===== src/rtl/adg732_bus_monitor_if.sv =====
// Raw ADG732 parallel control bus as seen at the monitor's pins.
// Everything here is asynchronous to the monitor's clock.
interface adg732_bus_monitor_if;
    logic       cs_n_in;
    logic       wr_n_in;
    logic       en_n_in;
    logic [4:0] addr_in;

    modport master (output cs_n_in, output wr_n_in, output en_n_in, output addr_in);
    modport slave  (input  cs_n_in, input  wr_n_in, input  en_n_in, input  addr_in);
endinterface


===== src/rtl/adg732_bus_monitor.sv =====
// Receiving end of the ADG732 control bus: synchronises the pins, decodes writes the way the
// part does (latch on WR_n rising with CS_n low), and flags protocol violations.
module adg732_bus_monitor #(
    parameter int SYNC_STAGES = 2,
    parameter int MIN_WR_LOW  = 2
) (
    input  logic                  clk,
    input  logic                  rst_n,
    adg732_bus_monitor_if.slave   bus,
    input  logic                  err_clr,
    output logic [4:0]            ch,
    output logic                  sw_on,
    output logic                  wr_stb,
    output logic [7:0]            wr_cnt,
    output logic [2:0]            err,
    output logic [1:0]            fsm_state
);
    localparam int LCW = $clog2(MIN_WR_LOW + 1);
    localparam logic [LCW-1:0] LC_MAX = LCW'(MIN_WR_LOW);

    typedef enum logic [1:0] {IDLE = 2'd0, SEL = 2'd1, WRITE = 2'd2} state_t;

    logic [SYNC_STAGES-1:0] cs_sync, wr_sync, en_sync;
    logic [4:0]             addr_sync [SYNC_STAGES];
    logic                   cs_n_s, wr_n_s, en_n_s;
    logic [4:0]             addr_s;

    state_t         state;
    logic [LCW-1:0] lowcnt;
    logic [4:0]     a_hold;
    logic [2:0]     err_set;
    logic           accept;

    always_ff @(posedge clk or negedge rst_n) begin
        if (!rst_n) begin
            cs_sync <= '1;
            wr_sync <= '1;
            en_sync <= '1;
            for (int i = 0; i < SYNC_STAGES; i++) addr_sync[i] <= '0;
        end else begin
            cs_sync      <= {cs_sync[SYNC_STAGES-2:0], bus.cs_n_in};
            wr_sync      <= {wr_sync[SYNC_STAGES-2:0], bus.wr_n_in};
            en_sync      <= {en_sync[SYNC_STAGES-2:0], bus.en_n_in};
            addr_sync[0] <= bus.addr_in;
            for (int i = 1; i < SYNC_STAGES; i++) addr_sync[i] <= addr_sync[i-1];
        end
    end

    assign cs_n_s    = cs_sync[SYNC_STAGES-1];
    assign wr_n_s    = wr_sync[SYNC_STAGES-1];
    assign en_n_s    = en_sync[SYNC_STAGES-1];
    assign addr_s    = addr_sync[SYNC_STAGES-1];
    assign fsm_state = state;

    // Errors and write acceptance are decided only while a WR_n low phase is being tracked.
    always_comb begin
        err_set = '0;
        accept  = 1'b0;
        if (state == WRITE) begin
            if (!wr_n_s) begin
                if (addr_s != a_hold) err_set[2] = 1'b1;
                if (cs_n_s)           err_set[1] = 1'b1;
            end else if (lowcnt >= LC_MAX) begin
                accept = 1'b1;
            end else begin
                err_set[0] = 1'b1;
            end
        end
    end

    always_ff @(posedge clk or negedge rst_n) begin
        if (!rst_n) begin
            state  <= IDLE;
            lowcnt <= '0;
            a_hold <= '0;
            ch     <= '0;
            sw_on  <= 1'b0;
            wr_stb <= 1'b0;
            wr_cnt <= '0;
            err    <= '0;
        end else begin
            sw_on  <= ~en_n_s;
            wr_stb <= accept;
            // A new error in the clearing cycle survives the clear.
            err    <= (err & ~{3{err_clr}}) | err_set;
            if (accept) begin
                ch     <= a_hold;
                wr_cnt <= wr_cnt + 8'd1;
            end
            case (state)
                IDLE: if (!cs_n_s) state <= SEL;
                SEL: begin
                    if (cs_n_s) begin
                        state <= IDLE;
                    end else if (!wr_n_s) begin
                        state  <= WRITE;
                        lowcnt <= LCW'(1);
                        a_hold <= addr_s;
                    end
                end
                WRITE: begin
                    if (!wr_n_s) begin
                        if (lowcnt < LC_MAX) lowcnt <= lowcnt + LCW'(1);
                        a_hold <= addr_s;
                        if (cs_n_s) state <= IDLE;
                    end else begin
                        state <= cs_n_s ? IDLE : SEL;
                    end
                end
                default: state <= IDLE;
            endcase
        end
    end
endmodule

===== src/flat_wrapper.sv =====
// flat-port wrapper written by rule: the top's interface ports become plain ports
module adg732_bus_monitor_flat 
#(
    parameter int SYNC_STAGES = 2,
    parameter int MIN_WR_LOW  = 2
)
  (clk, rst_n, err_clr, ch, sw_on, wr_stb, wr_cnt, err, fsm_state, bus_cs_n_in, bus_wr_n_in, bus_en_n_in, bus_addr_in);
  adg732_bus_monitor_if bus_i ();
  input  logic clk;
  input  logic rst_n;
  input  logic err_clr;
  output logic [4:0] ch;
  output logic sw_on;
  output logic wr_stb;
  output logic [7:0] wr_cnt;
  output logic [2:0] err;
  output logic [1:0] fsm_state;
  input wire logic [$bits(bus_i.cs_n_in)-1:0] bus_cs_n_in;
  input wire logic [$bits(bus_i.wr_n_in)-1:0] bus_wr_n_in;
  input wire logic [$bits(bus_i.en_n_in)-1:0] bus_en_n_in;
  input wire logic [$bits(bus_i.addr_in)-1:0] bus_addr_in;
  assign bus_i.cs_n_in = bus_cs_n_in;
  assign bus_i.wr_n_in = bus_wr_n_in;
  assign bus_i.en_n_in = bus_en_n_in;
  assign bus_i.addr_in = bus_addr_in;
  adg732_bus_monitor #(.SYNC_STAGES(SYNC_STAGES), .MIN_WR_LOW(MIN_WR_LOW)) u_core (.clk(clk), .rst_n(rst_n), .bus(bus_i), .err_clr(err_clr), .ch(ch), .sw_on(sw_on), .wr_stb(wr_stb), .wr_cnt(wr_cnt), .err(err), .fsm_state(fsm_state));
endmodule

===== config.mk =====
export PLATFORM = sky130hd
export DESIGN_NAME = adg732_bus_monitor_flat
export DESIGN_NICKNAME = d
export VERILOG_FILES = /design/src/rtl/adg732_bus_monitor_if.sv /design/src/rtl/adg732_bus_monitor.sv /design/src/flat_wrapper.sv
export SDC_FILE = /design/constraint.sdc
export NUM_CORES = 1
export LEC_CHECK = 0
export ABC_CLOCK_PERIOD_IN_PS = 2100
export BUFFER_PORTS_ARGS = -buffer_cell sky130_fd_sc_hd__buf_4
export CORE_MARGIN = 1
export CORE_UTILIZATION = 53
export DETAILED_ROUTE_END_ITERATION = 12
export GPL_ROUTABILITY_DRIVEN = 0
export PLACE_DENSITY = 0.77
export REMOVE_ABC_BUFFERS = 1
export SYNTH_ARGS = -nofsm -noshare
export SYNTH_HDL_FRONTEND = slang
export SYNTH_SLANG_ARGS = --single-unit

===== constraint.sdc =====
create_clock -name clk -period 2.1 [get_ports clk]
set_clock_uncertainty 0.2 [all_clocks]
set_input_delay 0.105 -clock clk [delete_from_list [all_inputs] [get_ports clk]]
set_output_delay 0.105 -clock clk [all_outputs]
set_load 0.02 [all_outputs]

==> results of run 1 <==
[cell type report]
type,count,area share
Tap cell,31,0.0188
Timing Repair Buffer,40,0.158
Inverter,9,0.0164
Multi-Input combinational cell,77,0.255
Sequential cell,43,0.525
Clock buffer,6,0.0200
Clock inverter,2,0.00607
[worst max-delay path by stage]
| stage | start | to | slack [ns] | depth (start not counted) |
|---|---|---|---|---|
| 6_report | u_core.fsm_state[0] | u_core.wr_cnt[4] | 0.21 | 6 |
| 5_1_grt | u_core.fsm_state[0] | u_core.wr_cnt[3] | 0.06 | 6 |
| 4_1_cts | u_core.fsm_state[0] | u_core.wr_cnt[4] | 0.20 | 6 |
| 3_5_place_dp | u_core.fsm_state[0] | u_core.wr_cnt[4] | 0.23 | 6 |
| 3_3_place_gp | u_core.fsm_state[1] | u_core.a_hold[3] | 0.33 | 4 |
| 2_1_floorplan | u_core.fsm_state[0] | u_core.fsm_state[0] | 0.27 | 5 |
[cell families (layout without fill, tap and decap cells)]
logic type	count (synthesis)	after routing	synth area share
and+or+nand+nor	42	42	0.122
AOI/OAI and AO/OA	10	10	0.0392
DFF	43	43	0.653
buffers and inverters	11	57	0.0294
xor gates and xnor gates	12	12	0.0633
muxes	8	8	0.0550
adders and majority gates	5	5	0.0377
[registers in the layout, indices dropped and copies added, names as in the netlist]
signal and cells:
u_core.wr_cnt 8, u_core.a_hold 5, u_core.addr_s 5, u_core.addr_sync 5, u_core.ch 5, u_core.err 3
u_core.cs_sync 2, u_core.en_sync 2, u_core.fsm_state 2, u_core.lowcnt 2, u_core.wr_sync 2, u_core.sw_on 1
u_core.wr_stb 1
[where the power goes]
group	internal (mW)	total (mW)	switching [mW]
Combinational	0.374	0.782	0.409
Sequential	1.01	1.17	0.161
Clock	0.129	0.380	0.250
Total	1.51	2.33	0.820
[placed cells by master (no fill, tap or decap)]
cell,instances
xor2_1,7
clkbuf_1,1
o22ai_1,1
clkinv_1,1
dfstp_2,6
dfrtp_1,37
o31ai_1,1
mux2_2,5
and2b_2,1
nand2_1,22
a21oi_1,1
o21ai_0,4
nor2_1,3
clkbuf_4,5
inv_1,8
buf_4,30
and3_1,2
nand4_1,5
dlygate4sd3_1,10
mux2_4,1
clkinvlp_4,1
clkinv_2,1
nand3_1,2
xnor2_1,5
ha_1,5
mux2i_1,2
a41oi_1,1
a31oi_1,1
and2_1,1
and4_1,1
nor3_1,3
nand3_2,1
a2111o_1,1
nand2b_1,1
[through the flow]
step,util,hold WS (ns),area [µm²]
after floorplan,-,-0.391,1640
after global placement,0.669,-0.0918,1910
after detailed placement,0.669,-0.0862,1910
after CTS,0.723,0.0663,2060
after global routing,0.723,0.101,2060
final,0.723,0.0496,2060
[metal layers]
layer,part of all wire,vias to the layer above,track usage
li1,-,524,-
met1,0.43,522,0.224
met2,0.49,31,0.302
met3,0.048,7,0.0670
met4,0.026,0,0.0952
met5,0,-,0
[worst max-delay path, cell delays in order, from the launching register on]
cell	delay, ns
dfrtp_1	0.43
inv_1	0.11
ha_1	0.30
nand3_2	0.22
clkinv_1	0.23
nand4_1	0.14
xnor2_1	0.15
==> results.toml, run 1 <==
[clock_tree]
cts_tree = "yes"
clock_latency_ns = 0.35
clk_pin_slew_ns = 0.12
holdBufCountCts = 10
htreeDepth = 2
root_buffer = "clkbuf_4"
post_cts_buffers = 0
cts_buffers = 5
clock_path_buffers = 2
cts.sinks = 43
cts_resized = 0

[final_layout]
nFillCells = 202
register_area_um2 = 1080
nets = 192
areaGrowthSynthToFinish_pct = 24.3
antenna_cells = 0
layoutNonFillerInstCount = 208
drive_gt1_frac = 0.288
multiInputGateArea_um2 = 527

[global_route]
grt_usage = 0.188
grt_overflow = 0
grt_max_degree = 44
grt_pass1_wl_mm = 4.55
grt_pass1_vias = 1083
antenna_found_initial = 0

[routing]
dr_total_vias = 1084
firstDrtPassIters = 8
ant_nets = 0
routed_wl_mm = 2.74
drt_first_iter_violations = 39
drcViolationCount = 2
wl_per_cell_um = 13.2
viasPerCell = 5.21

[placement]
dp.cells = 190
portBuffers = 30
hpwl_mm = 1.96
pre_cts_slack_ns = 0.228

[synth]
yosys-top-cells-area = "dfrtp_1 56%, dfstp_2 9.5%, nand2_1 5.0%"
synth_cell_type_count = 30
yosysTopAreaCell = "dfrtp_1"
synthArstFlopShare = 1.00
yosys_warnings = 0
seq_area_frac_synth = 0.653
synth_edf_count = 0
synth.most_common_cell = "dfrtp_1"
syn_area_per_cell_um2 = 12.7
yosysTopAreaCellShare = 0.558
synth_area_um2 = 1660
ys_seq_elements = 43
post_synth_inst_count = 131
synth_commonest_cells = "37 x dfrtp_1, 22 x nand2_1, 8 x inv_1, 7 x xor2_1, 6 x dfstp_2"
ys_dominant_reg_cell = "dfrtp_1"

[timing]
fin_crit_ns = 1.89
fin_crit_sh = 0.901
setup_viol_count_final = 0
rsz0062_at_grt = "no"
slew_headroom = 0.669
setup_tns_ns = 0
finalHoldViolCount = 0
drv_slew = 0
clock.fmax_ghz = 0.528
tightestPinTransition_ns = 0.496
finalWorstSetupSlack_ns = 0.207

[floorplan]
fp.dieW_um = 58.0
io-pin-count = 31
rows = 19
initial_utilization = 0.582
core_um2 = 2850
die_h_um = 58.0
die_area_um2 = 3360

[power]
ir_worst_vdd_uv = 676
powerDensity_nw_per_um2 = 1130
power.total_mw = 2.33
cellLeakagePower_nw = 1.02

[worst_setup_path]
path_class = "flop to flop"
r2r_cells = 6
regToRegSetupSlack_ns = 0.21
worstPathRequired_ns = 2.15
arrival_ns = 1.94
timing.rr.end = "u_core.wr_cnt[4]"
end_kind = "flop"
regToRegStartpoint = "u_core.fsm_state[0]"
cp_max_fo = 10
cp-start-kind = "flop"

[min_path]
hold_class = "input port to async pin"

[run_status]
status = "finished, violations left"
violations = "design-rule violations"

[job]
max_cap_viol_count = 0
Power figures use the tool's default switching activity.
==> run 2: changes to the inputs <==
BUFFER_PORTS_ARGS = not set   (was -buffer_cell sky130_fd_sc_hd__buf_4)
CORE_UTILIZATION = 55   (was 53)
CTS_CLUSTER_DIAMETER = 50   (was not set)
DONT_BUFFER_PORTS = 1   (was not set)
PLACE_DENSITY = 0.7   (was 0.77)
==> run 2 against run 1 <==
Compared with the run above:
- the run still ends with design-rule violations left
- critical path depth shrank 2
- global-route usage grew 0.94 points
- design area decreased by 7.9%
- core utilization is 4.6 points lower
- clock-buffer cell count grew 1
- sequential power up 9%
- largest cell class unchanged
==> results.toml, run 2 (same netlist as run 1, synthesis figures left out) <==
[run_status]
status = "finished, violations left"
violations = "design-rule violations"

[job]
max_cap_viol_count = 0

[worst_setup_path]
cp-start-kind = "flop"
cp_cell_sequence = "inv_1 > ha_1 > and3_1 > mux2_2"
path_class = "flop to flop"
regToRegStartpoint = "u_core.fsm_state[1]"
timing.rr.end = "u_core.a_hold[0]"
r2r_cells = 4
critical_path_buf_inv_count = 1
worstPathRequired_ns = 2.14
regToRegSetupSlack_ns = 0.22
slowest_delay_ns = 0.43
cp_max_fo = 5
cpMaxStageDelayCell = "dfrtp_1"
critical_path.top_delay_family = "flip-flops"
end_kind = "flop"
arrival_ns = 1.92

[global_route]
grt_overflow = 0
antenna_found_initial = 0
grt_max_degree = 44
grt_pass1_vias = 1043
grt_pass1_wl_mm = 4.64
grt_usage = 0.197

[final_layout]
regMostFlops = "u_core.wr_cnt"
antenna_cells = 0
areaGrowthSynthToFinish_pct = 14.5
nets = 167
mostFrequentLayoutCell = "dfrtp_1"
drive_gt1_frac = 0.164
final_core_util = 0.677
largest_reg_flops = 8
final_cell_mix = "37 x dfrtp_1, 22 x nand2_1, 11 x dlygate4sd3_1"
design_area_um2 = 1900

[floorplan]
io-pin-count = 31
die_h_um = 56.9
core_um2 = 2810
initial_utilization = 0.591
rows = 19
die_area_um2 = 3240
fp.dieW_um = 56.9

[routing]
wl_per_cell_um = 15.0
drt_first_iter_violations = 34
dr_total_vias = 1007
viasPerCell = 5.50
firstDrtPassIters = 8
drcViolationCount = 2
routed_wl_mm = 2.75
ant_nets = 0

[min_path]
whs_path_depth = 1
hold_end = "u_core.cs_sync[0]"
hold_class = "input port to flop"
min_from = "bus_cs_n_in"

[clock_tree]
clock_path_buffers = 2
root_buffer = "clkbuf_4"
cts_tree = "yes"
clk_pin_slew_ns = 0.12
cts_buffers = 5
cts.sinks = 43
htreeDepth = 2
clock_latency_ns = 0.35

[timing]
setup_tns_ns = 0
fin_crit_sh = 0.896
drv_slew = 0
tightestPinTransition_ns = 0.378
finalHoldViolCount = 0
setup_viol_count_final = 0
slew_headroom = 0.745
finalWorstSetupSlack_ns = 0.219
clock.fmax_ghz = 0.532
fin_crit_ns = 1.88
rsz0062_at_grt = "no"

[placement]
pre_cts_slack_ns = 0.229
hpwl_mm = 1.82
placed_area_um2 = 1710
portBuffers = 0

[power]
cellLeakagePower_nw = 0.902
ir_worst_vdd_uv = 729
powerDensity_nw_per_um2 = 1190
run 2: changes by cell type in the layout (fill, tap and decap cells not counted):
cell and delta:
buf_4 -27, buf_12 +1, clkbuf_8 +1, clkinv_2 -1, clkinv_4 +1, clkinvlp_4 -1, dlygate4sd3_1 +1
run 2: how the worst max path moves through the flow:
| stage | from | endpoint | depth (start not counted) | slack, ns |
|---|---|---|---|---|
| floorplan | u_core.fsm_state[0] | u_core.fsm_state[0] | 5 | 0.27 |
| global placement | u_core.fsm_state[1] | u_core.a_hold[4] | 4 | 0.32 |
| detailed placement | u_core.fsm_state[1] | u_core.a_hold[2] | 4 | 0.23 |
| CTS | u_core.fsm_state[1] | u_core.a_hold[2] | 4 | 0.21 |
| global route | u_core.fsm_state[1] | u_core.a_hold[0] | 4 | 0.10 |
| finish | u_core.fsm_state[1] | u_core.a_hold[0] | 4 | 0.22 |
run 2: power breakdown:
group          total (mW)  switching, mW  internal [mW]
Clock               0.420          0.253          0.166
Sequential           1.27          0.266           1.01
Combinational       0.562          0.286          0.276
run 2: timing repair:
item                                   4_1_cts  5_1_grt
endpoints found under the hold margin       54       36
setup buffers                                0        0
hold buffers                                11        1
gates resized for setup                      0        0
run 2: worst register-to-register path, delay by kind of cell, from the launching register on:
family / cells / cell delay (ns)
adder cells (fa/ha/maj): 1 / 0.35
AND/OR/NAND/NOR: 1 / 0.33
flip-flops: 1 / 0.43
multiplexers: 1 / 0.37
buffers and inverters: 1 / 0.10
run 2: layer usage:
layer | routed length (µm) | track usage
met1 | 1140 | 0.214
met5 | 0 | 0
met4 | 19 | 0.0732
met3 | 147 | 0.101
met2 | 1440 | 0.329
run 2: metrics by stage:
step	power, mW	instances	hold WS, ns
after floorplan	1.66	129	-0.391
after global placement	1.78	163	-0.390
after detailed placement	1.82	163	-0.390
after CTS	2.28	182	0.00486
after global routing	2.43	183	0.0360
final	2.26	183	0.0915
run 2: cell type report:
class	instances	area, µm²
tap	31	38.8
inverter	9	33.8
timing repair buffer	15	153
multi-input combinational	77	527
clock buffer	7	55.1
clock inverter	1	8.76
sequential	43	1080
fill	219	906
==> run 3: changes to the inputs <==
==> constraint.sdc (replaced) <==
create_clock -name clk -period 2.1 [get_ports clk]
set_clock_uncertainty 0.2 [all_clocks]
set_input_delay 0.525 -clock clk [delete_from_list [all_inputs] [get_ports clk]]
set_output_delay 0.525 -clock clk [all_outputs]
set_load 0.02 [all_outputs]
==> run 3 against run 2 <==
Compared with the run above:
- the run still ends with design-rule violations left
- wire length fell by 1.9%
- fmax rose by 0.19%
- non-clock buffer count decreased by 2
- sequential power about the same
- worst setup slack improved by 0.0036 ns
- power down 0.33%
- register-to-register slack barely moved
- worst hold slack worse by 0.030 ns
- final cell count decreased by 1.1%
- first-iteration DRC count down 12%
- via count down 1.7%
- largest cell class unchanged
==> results.toml, run 3 (same netlist as run 1, synthesis figures left out) <==
[timing]
drv_slew = 0
fin_crit_ns = 1.88
setup_viol_count_final = 0
rsz0062_at_grt = "no"
finalHoldViolCount = 0
clock.fmax_ghz = 0.533
tightestPinTransition_ns = 0.381
slew_headroom = 0.743
setup_tns_ns = 0
fin_crit_sh = 0.894

[routing]
viasPerCell = 5.47
drcViolationCount = 2
routed_wl_mm = 2.69
ant_nets = 0
dr_total_vias = 990
firstDrtPassIters = 8
wl_per_cell_um = 14.9
drt_first_iter_violations = 30

[power]
power.total_mw = 2.25
p_sw_frac = 0.356
powerDensity_nw_per_um2 = 1200
power_frac_seq = 0.566
pwr-share-comb = 0.247
p_clk_frac = 0.186
p_sw_mw = 0.800
ir_worst_vdd_uv = 733
p_int_mw = 1.45
cellLeakagePower_nw = 0.894

[placement]
portBuffers = 0
hpwl_mm = 1.82

[floorplan]
die_area_um2 = 3240
rows = 19
io-pin-count = 31
initial_utilization = 0.591
die_h_um = 56.9
fp.dieW_um = 56.9
core_um2 = 2810

[clock_tree]
cts_buffers = 5
htreeDepth = 2
clk_pin_slew_ns = 0.12
root_buffer = "clkbuf_4"
clock_latency_ns = 0.35
cts.sinks = 43
cts_tree = "yes"
clock_path_buffers = 2

[worst_setup_path]
arrival_ns = 1.92
r2r_cells = 4
end_kind = "flop"
worstPathRequired_ns = 2.14
cp_max_fo = 5
path_class = "flop to flop"
cp-start-kind = "flop"

[global_route]
grt_overflow = 0
grt_pass1_wl_mm = 4.57
grt_pass1_vias = 1037
grt_usage = 0.195
antenna_found_initial = 0
grt_max_degree = 44

[run_status]
violations = "design-rule violations"
status = "finished, violations left"

[final_layout]
regMostFlops = "u_core.wr_cnt"
nets = 165
drive_gt1_frac = 0.167
areaGrowthSynthToFinish_pct = 13.3
antenna_cells = 0
mostFrequentLayoutCell = "dfrtp_1"
largest_reg_flops = 8
final_cell_mix = "37 x dfrtp_1, 22 x nand2_1, 9 x dlygate4sd3_1"

[job]
max_cap_viol_count = 0

[min_path]
whs_path_depth = 1
hold_class = "input port to flop"
[run 3: changes by cell type in the layout (fill, tap and decap cells not counted)]
cell | before | now
dlygate4sd3_1 | 11 | 9
[run 3: repair_timing]
action,CTS,global route
resized for setup,0,0
endpoints found under the setup margin,0,0
hold buffers,10,0
setup buffers,0,0
hold endpoints to repair,51,0
[run 3: layer usage]
layer | vias to the layer above | GRT usage | share of wire | wire length (µm)
met3 | 4 | 0.101 | 0.055 | 147
li1 | 472 | - | - | -
met5 | - | 0 | 0 | 0
met2 | 27 | 0.328 | 0.53 | 1430
met4 | 0 | 0.0732 | 0.0093 | 25
met1 | 487 | 0.208 | 0.41 | 1090
[run 3: worst max-delay path: stages (launching register included)]
cell     delay, ns
dfrtp_1       0.43
inv_1         0.10
ha_1          0.35
and3_1        0.33
mux2_2        0.37
[run 3: per-stage QoR]
stage | setup WS [ns] | cells | utilization | hold WS, ns | area [µm²]
2_1_floorplan | 0.270 | 129 | - | 0.0294 | 1640
3_3_place_gp | 0.321 | 163 | 0.608 | 0.0303 | 1710
3_5_place_dp | 0.229 | 163 | 0.608 | 0.0304 | 1710
4_1_cts | 0.212 | 181 | 0.670 | 0.0386 | 1880
5_1_grt | 0.101 | 181 | 0.670 | 0.0333 | 1880
6_report | 0.222 | 181 | 0.670 | 0.0610 | 1880
[run 3: final timing paths]
check	startpoint	end	slack [ns]
setup / recovery	u_core.fsm_state[1]	u_core.a_hold[2]	0.22
hold / removal	err_clr	u_core.err[0]	0.06
setup reg to reg	u_core.fsm_state[1]	u_core.a_hold[2]	0.22
hold reg to reg	u_core.addr_sync[6]	u_core.addr_s[1]	0.16
max in group asynchronous	rst_n	u_core.cs_sync[1]	1.00
min in group asynchronous	rst_n	u_core.ch[1]	0.43
[run 3: power by group through the flow]
stage	clock, mW	sequential (mW)	combinational (mW)
2_1_floorplan	0	1.27	0.393
3_3_place_gp	0	1.28	0.496
3_5_place_dp	0	1.29	0.527
4_1_cts	0.440	1.28	0.565
5_1_grt	0.478	1.31	0.636
6_report	0.418	1.27	0.556
[run 3: final cells by class]
type,count,area [µm²]
clock buffer,7,55.1
clock inverter,1,8.76
timing repair buffer,13,133
fill,221,926
multi-input combinational,77,527
sequential,43,1080
inverter,9,33.8
tap,31,38.8
